[config.mk]
export PLATFORM = sky130hd
export DESIGN_NAME = cronometro_ctrl
export DESIGN_NICKNAME = d
export VERILOG_FILES = /design/src/rtl/cronometro_ctrl.sv
export SDC_FILE = /design/constraint.sdc
export NUM_CORES = 1
export LEC_CHECK = 0
export ABC_AREA = 1
export CAP_MARGIN = 20
export CELL_PAD_IN_SITES_DETAIL_PLACEMENT = 0
export CELL_PAD_IN_SITES_GLOBAL_PLACEMENT = 1
export CORE_MARGIN = 3
export CORE_UTILIZATION = 35
export CTS_BUF_LIST = sky130_fd_sc_hd__clkbuf_2 sky130_fd_sc_hd__clkbuf_4 sky130_fd_sc_hd__clkbuf_8
export DETAILED_ROUTE_END_ITERATION = 8
export PLACE_DENSITY = 0.88
export SKIP_LAST_GASP = 1
export SLEW_MARGIN = 20
export SYNTH_ARGS = -nofsm -noshare
export SYNTH_HDL_FRONTEND = slang
export SYNTH_SLANG_ARGS = --single-unit
[constraint.sdc]
create_clock -name clk -period 1.8 [get_ports clk]
set_clock_uncertainty 0.1 [all_clocks]
set_input_delay 0.36 -clock clk [delete_from_list [all_inputs] [get_ports clk]]
set_output_delay 0.36 -clock clk [all_outputs]
set_load 0.02 [all_outputs]
[src/rtl/cronometro_ctrl.sv]
// Stopwatch control: button conditioning, start/stop/lap/clear FSM and
// display mux that chooses between the live count and a frozen lap snapshot.
module cronometro_ctrl #(
  parameter int DEB_CYCLES = 2,
  parameter int LAP_W      = 4
) (
  input  logic             clk,
  input  logic             reset,
  input  logic             btn_start,
  input  logic             btn_lap,
  input  logic [6:0]       cent_seg_in,
  input  logic [5:0]       seg_in,
  output logic             pause_out,
  output logic             clear_n_out,
  output logic [6:0]       disp_cent,
  output logic [5:0]       disp_seg,
  output logic             frozen,
  output logic [LAP_W-1:0] lap_count,
  output logic [1:0]       state_out
);

  typedef enum logic [1:0] {
    IDLE = 2'd0,
    RUN  = 2'd1,
    LAP  = 2'd2,
    STOP = 2'd3
  } state_t;

  localparam logic [7:0]       DEB_MAX = 8'(DEB_CYCLES);
  localparam logic [7:0]       DEB_HIT = 8'(DEB_CYCLES - 1);
  localparam logic [LAP_W-1:0] LAP_MAX = {LAP_W{1'b1}};

  logic [1:0] btn_raw;
  logic [1:0] btn_pulse;
  logic       start_p;
  logic       lap_p;

  assign btn_raw = {btn_lap, btn_start};

  // Counter saturates at DEB_CYCLES, so the hit value is crossed once per press.
  genvar gi;
  generate
    for (gi = 0; gi < 2; gi++) begin : g_btn
      logic       sync1_reg;
      logic       sync2_reg;
      logic [7:0] cnt_reg;
      logic       pulse_reg;

      always_ff @(posedge clk) begin
        if (reset) begin
          sync1_reg <= 1'b0;
          sync2_reg <= 1'b0;
          cnt_reg   <= 8'd0;
          pulse_reg <= 1'b0;
        end else begin
          sync1_reg <= btn_raw[gi];
          sync2_reg <= sync1_reg;
          if (!sync2_reg)
            cnt_reg <= 8'd0;
          else if (cnt_reg != DEB_MAX)
            cnt_reg <= cnt_reg + 8'd1;
          pulse_reg <= (cnt_reg == DEB_HIT) && sync2_reg;
        end
      end

      assign btn_pulse[gi] = pulse_reg;
    end
  endgenerate

  assign start_p = btn_pulse[0];
  assign lap_p   = btn_pulse[1];

  state_t           state_reg;
  state_t           state_next;
  logic [6:0]       snap_cent_reg;
  logic [5:0]       snap_seg_reg;
  logic [LAP_W-1:0] lap_count_reg;
  logic             lap_capture;
  logic             lap_clear;

  always_ff @(posedge clk) begin
    if (reset)
      state_reg <= IDLE;
    else
      state_reg <= state_next;
  end

  // start_p is checked first everywhere so it wins over a coincident lap_p.
  always_comb begin
    state_next = state_reg;
    case (state_reg)
      IDLE: if (start_p) state_next = RUN;
      RUN: begin
        if (start_p)    state_next = STOP;
        else if (lap_p) state_next = LAP;
      end
      LAP: begin
        if (start_p)    state_next = STOP;
        else if (lap_p) state_next = RUN;
      end
      STOP: begin
        if (start_p)    state_next = RUN;
        else if (lap_p) state_next = IDLE;
      end
      default: state_next = IDLE;
    endcase
  end

  always_comb begin
    pause_out   = 1'b1;
    clear_n_out = 1'b1;
    frozen      = 1'b0;
    case (state_reg)
      IDLE: clear_n_out = 1'b0;
      RUN:  pause_out   = 1'b0;
      LAP: begin
        pause_out = 1'b0;
        frozen    = 1'b1;
      end
      STOP: pause_out = 1'b1;
      default: clear_n_out = 1'b0;
    endcase
  end

  assign lap_capture = (state_reg == RUN) && (state_next == LAP);
  assign lap_clear   = (state_reg == STOP) && (state_next == IDLE);

  always_ff @(posedge clk) begin
    if (reset) begin
      snap_cent_reg <= 7'd0;
      snap_seg_reg  <= 6'd0;
      lap_count_reg <= '0;
    end else if (lap_capture) begin
      snap_cent_reg <= cent_seg_in;
      snap_seg_reg  <= seg_in;
      if (lap_count_reg != LAP_MAX)
        lap_count_reg <= lap_count_reg + 1'b1;
    end else if (lap_clear) begin
      lap_count_reg <= '0;
    end
  end

  assign lap_count = lap_count_reg;
  assign state_out = state_reg;
  assign disp_cent = (state_reg == LAP) ? snap_cent_reg : cent_seg_in;
  assign disp_seg  = (state_reg == LAP) ? snap_seg_reg : seg_in;

endmodule

After elaboration in Yosys (flattened, before gate mapping)
Index checks and enable logic that the tools add are counted.
{"block": "word_totals", "register_bits": 41, "latchBits": 0, "mem_bits_rw": 0, "rom_bits": 0, "inputBits": 17, "out_inout_bits": 22, "word_cells": 54, "n_memories": 0}
{"block": "classes", "addsub": 3, "n_mul": 0, "div_mod_pow": 0, "order_cmp": 0, "eq_ne": 10, "shifts": 0, "n_mux": 16, "bitwise_logic": 2, "n_reduce_logical": 11}
{"cell": "adder 8 x 1 -> 8 bit (second input constant)", "n": 2}
{"cell": "equality test 8 x 1 -> 1 bit (second input constant)", "n": 2}
{"cell": "!= test 8 x 2 -> 1 bit (second input constant)", "n": 2}
{"cell": "2-to-1 mux 2 bit", "n": 7}
{"cell": "2-to-1 mux 4 bit", "n": 3}
{"cell": "case mux 2 bit (4 select lines)", "n": 1}
{"cell": "2-to-1 mux 7 bit", "n": 1}
{"cell": "equality test 2 bit (second input constant)", "n": 3}
{"cell": "2-to-1 mux 6 bit", "n": 1}
{"cell": "OR reduction 2 bit", "n": 3}
{"cell": "adder 4 x 1 -> 4 bit (second input constant)", "n": 1}
{"cell": "logical AND 1 bit", "n": 4}
{"cell": "zero test 2 bit", "n": 2}
{"cell": "!= test 4 bit (second input constant)", "n": 1}
{"cell": "2-to-1 mux 1 bit", "n": 3}
{"cell": "equality test 2 x 1 -> 1 bit (second input constant)", "n": 1}
{"cell": "!= test 2 x 1 -> 1 bit (second input constant)", "n": 1}
{"cell": "inverter 1 bit", "n": 2}
{"cell": "AND reduction 2 bit", "n": 1}
{"cell": "nonzero test 2 bit", "n": 1}

Longest topological paths before layout
Gate-level depths: netlist of run 1.
{"block": "logic_depth", "ltp_word": 7, "mapped_depth": 12, "mapped_depth_nobuf": 12}

Worst setup path after synthesis of run 1
No wires, ideal clock.
{"block": "synth_path", "kind": "register -> output", "startpoint": "reg state_reg[1], in the netlist state_out[1]", "endpoint": "out disp_cent[1]", "arrival_ns": 1.620, "t_required_ns": 1.340, "slack_ns": -0.280, "path_stages_with_launch": 5, "path_buffers": 2, "cell_sequence": "dfxtp_1 > ha_1 > buf_6 > buf_2 > mux2_2"}
{"block": "synth_via", "elab_chain_cells": 2}
{"element": "from (decl)", "line_no": "73", "rtl": "state_t state_reg;"}
{"element": "from (signal assigned)", "line_no": "85", "rtl": "state_reg <= state_next;"}
{"element": "equality test 2 bit", "line_no": "145", "rtl": "assign disp_cent = (state_reg == LAP) ? snap_cent_reg : cent_seg_in;"}
{"element": "2-to-1 mux 7 bit", "line_no": "145"}
{"element": "to (decl)", "line_no": "15", "rtl": "output logic [6:0] disp_cent,"}
Every way passes these cells.

Final worst setup path of run 1
{"block": "layout_path", "startpoint": "reg state_reg[0], in the netlist state_out[0]", "endpoint": "out disp_seg[5]"}
{"block": "layout_via", "elab_chain_cells": 2}
{"element": "equality test 2 bit", "line_no": "146", "rtl": "assign disp_seg = (state_reg == LAP) ? snap_seg_reg : seg_in;"}
{"element": "2-to-1 mux 6 bit", "line_no": "146"}
{"element": "to (decl)", "line_no": "16", "rtl": "output logic [5:0] disp_seg,"}
Every way passes these cells.

==> qor.yml, run 1 <==
outcome: "complete, but fails checks"
violations: "setup timing"
pwr-share-comb_pct: 9.6
cts_num_sinks: 41
gr-total-overflow: 0
total_power_mw: 1.85
whs_ns: 0.301
drv_slew: 0
arrival_ns: 1.48
cp-start-kind: "flop"
routed_wirelength_um: 4840
largest_reg_flops: 16
wire_per_inst_um: 11.5
drt_iter0_drc: 76
clk_pin_slew_ns: 0.08
cpMostUsedCell: "buf_6"
start_util_pct: 37.1
setup_viol: 18
powerDensity_nw_per_um2: 589
ys_types: 31
htree_num_levels: 2
switching_share_pct: 22.4
cts_tree: "done"
syn_avg_cell_area_um2: 7.80
synth_area_leaders: "dfxtp_1 (39%), nor2_1 (11%), ha_1 (7.2%), inv_1 (7.0%), mux2_2 (7.0%)"
synth_seq_cells: 41
final_net_count: 375
p_int_mw: 1.43
tightest_slew_ns: 0.384
switchingPower_mw: 0.414
syn2layout_area_growth_pct: 49.9
whs_path_depth: 2
core.rowCount: 27
hp-class: "reg -> reg"
crit_required_ns: 1.34
cap_violations: 0
clk_path_buf_depth: 2
place_area_um2: 2710
path_class: "reg -> out"
place.gp.congestion: 0.821
worst_path_largest_cell_delay_ns: 0.33
critPathLaunch: "state_out[0]"
worst_skew_pair.late_latency_ns: 0.30
worst_slack_ns: -0.136
fin_crit_ns: 1.94
grt_pass1_wl_um: 7710
syn_area_um2: 2090
leakage_nw: 1.45
rrSetupSlack_ns: -0.04
rr_startpoint: "state_out[1]"
grt_start_max_net_pins: 18
die_w_um: 83.3
dieHeight_um: 83.3
dr_total_vias: 1944
place_hpwl_um: 3170
synthesis.nets: 297
grt_pass1_vias: 1816
dieArea_um2: 6940
grt_usage_pct: 13.3
avgViaCountPerCell: 4.64
min_period_over_period_pct: 108
yosysTopAreaCellShare_pct: 39.3
netlist_instances: 268
n_antenna_cell: 0
pin_count: 39
fmax_mhz: 517
antenna_left: 0
slew_headroom_pct: 74.2
endpoint: "disp_seg[5]"
cts_hold_buf: 0
path_cells: "inv_2 -> ha_4 -> buf_6 -> mux2_4 -> buf_6"
drive_above_1_share_pct: 31.7
rsz0062_at_grt: "true"
io_buffers: 38
setup_tns_ns: -1.69
clock_power_share_pct: 40.8
end_kind: "output port"
seq_area_frac_synth_pct: 39.3
crit_slowest_cell: "dfxtp_2"
stdcell_area_um2: 3130
worstRegToRegCells: 12
crit_fanout: 7
drtPass1Iterations: 4
synth_top_area_cell: "dfxtp_1"
r2r-end: "lap_count[0]"
cts_buffers: 5
hold_violations: 0
utilization_pct: 55.5
yosysWarnings: 0
post-route-drc-count: 0
seqPwrFrac_pct: 49.6
clockRootBuffer: "clkbuf_8"
antenna_found_initial: 0
vdd_drop_max_mv: 0.496
fp.coreArea_um2: 5640
[cells in the final DEF (no fill, tap or decap), drive strengths merged, types with 2 or more instances in the layout]
master          n
inv            43
clkbuf          5
a21oi           3
dfxtp          41
dlygate4sd2     3
buf            52
ha             12
nand2          32
nor4            2
xor2            6
nor2           60
nand3          18
xnor2           3
or2             2
o21ai          18
dlymetal6s2s    3
clkdlybuf4s50  16
nand3b          2
nand4           5
mux2           13
nor3            3
[how the worst min path moves through the flow]
stage	from	end
finish	g_btn[0].sync1_reg	g_btn[0].sync2_reg
global placement	g_btn[0].sync1_reg	g_btn[0].sync2_reg
CTS	g_btn[0].sync1_reg	g_btn[0].sync2_reg
floorplan	g_btn[0].sync1_reg	g_btn[0].sync2_reg
detailed placement	g_btn[0].sync1_reg	g_btn[0].sync2_reg
global route	g_btn[0].sync1_reg	g_btn[0].sync2_reg
[area by class of cell]
cell class / instances / area (um2)
repair buffers: 74 / 704
multi-input cells: 181 / 1220
clock buffers: 5 / 68.8
fillers: 523 / 2510
flip-flops and latches: 41 / 823
clock inverters: 3 / 46.3
inverters: 42 / 170
well taps: 72 / 90.1
repair inverters: 1 / 6.26
[per-stage QoR]
step           setup slack [ns]  cells
5_1_grt                  -0.182    419
4_1_cts                  -0.154    412
3_3_place_gp             -0.238    397
2_1_floorplan            0.0211    268
3_5_place_dp             -0.249    397
6_report                 -0.136    419
[cell families (layout without fill, tap and decap cells)]
group | Yosys count | after routing | synth area share, %
AO/OA/AOI/OAI | 22 | 22 | 6.10
XOR/XNOR | 9 | 9 | 3.77
adder cells (fa/ha/maj) | 12 | 12 | 7.18
buffers and inverters | 47 | 125 | 9.87
flip-flops | 41 | 41 | 39.3
multiplexers | 13 | 13 | 7.00
AND/OR/NAND/NOR | 124 | 125 | 26.8
[cells in the mapped netlist (all sizes together)]
master,instances
xnor2,3
dfxtp,41
nor3b,1
mux2,13
a21oi,3
nand3b,2
inv,42
nor3,3
nor4,2
nand2,31
xor2,6
nand4,5
o31ai,1
o21ai,18
clkbuf,1
nand3,18
nor2,60
ha,12
buf,4
or2,2
[layer usage]
| layer | vias up | wire, um | track usage [%] |
|---|---|---|---|
| met5 | - | 0 | 0 |
| met4 | 0 | 57 | 5.65 |
| met3 | 4 | 179 | 3.57 |
| met2 | 32 | 2450 | 23.0 |
| met1 | 899 | 2150 | 15.4 |
| li1 | 1009 | - | - |
[repair_timing]
item / in CTS / in global routing
setup buffers: 7 / 5
gates resized for setup: 119 / 30
gates cloned: 0 / 2
pin swaps: 5 / 7
endpoints found under the setup margin: 36 / 34
[critical path: cells and delay by family, from the launching register on]
family,cells,cell delay (ns)
flip-flops,1,0.33
adder cells (fa/ha/maj),1,0.21
buffers and inverters,3,0.34
multiplexers,1,0.30
[power by group through the flow]
stage / logic, mW / clock network [mW] / registers (mW)
detailed placement: 0.152 / 0 / 0.936
CTS: 0.169 / 0.772 / 0.915
floorplan: 0.0591 / 0 / 0.936
finish: 0.178 / 0.752 / 0.915
global placement: 0.151 / 0 / 0.936
global route: 0.190 / 0.805 / 0.916
Power figures use the tool's default switching activity.
==> inputs of run 2 (changes only) <==
--- a/config.mk
+++ b/config.mk
@@ -15,7 +15,6 @@
 export DETAILED_ROUTE_END_ITERATION = 8
 export PLACE_DENSITY = 0.88
 export SKIP_LAST_GASP = 1
-export SLEW_MARGIN = 20
 export SYNTH_ARGS = -nofsm -noshare
 export SYNTH_HDL_FRONTEND = slang
 export SYNTH_SLANG_ARGS = --single-unit
==> results of run 2 <==
The final DEF is identical to that of run 1; final timing and power are the same.
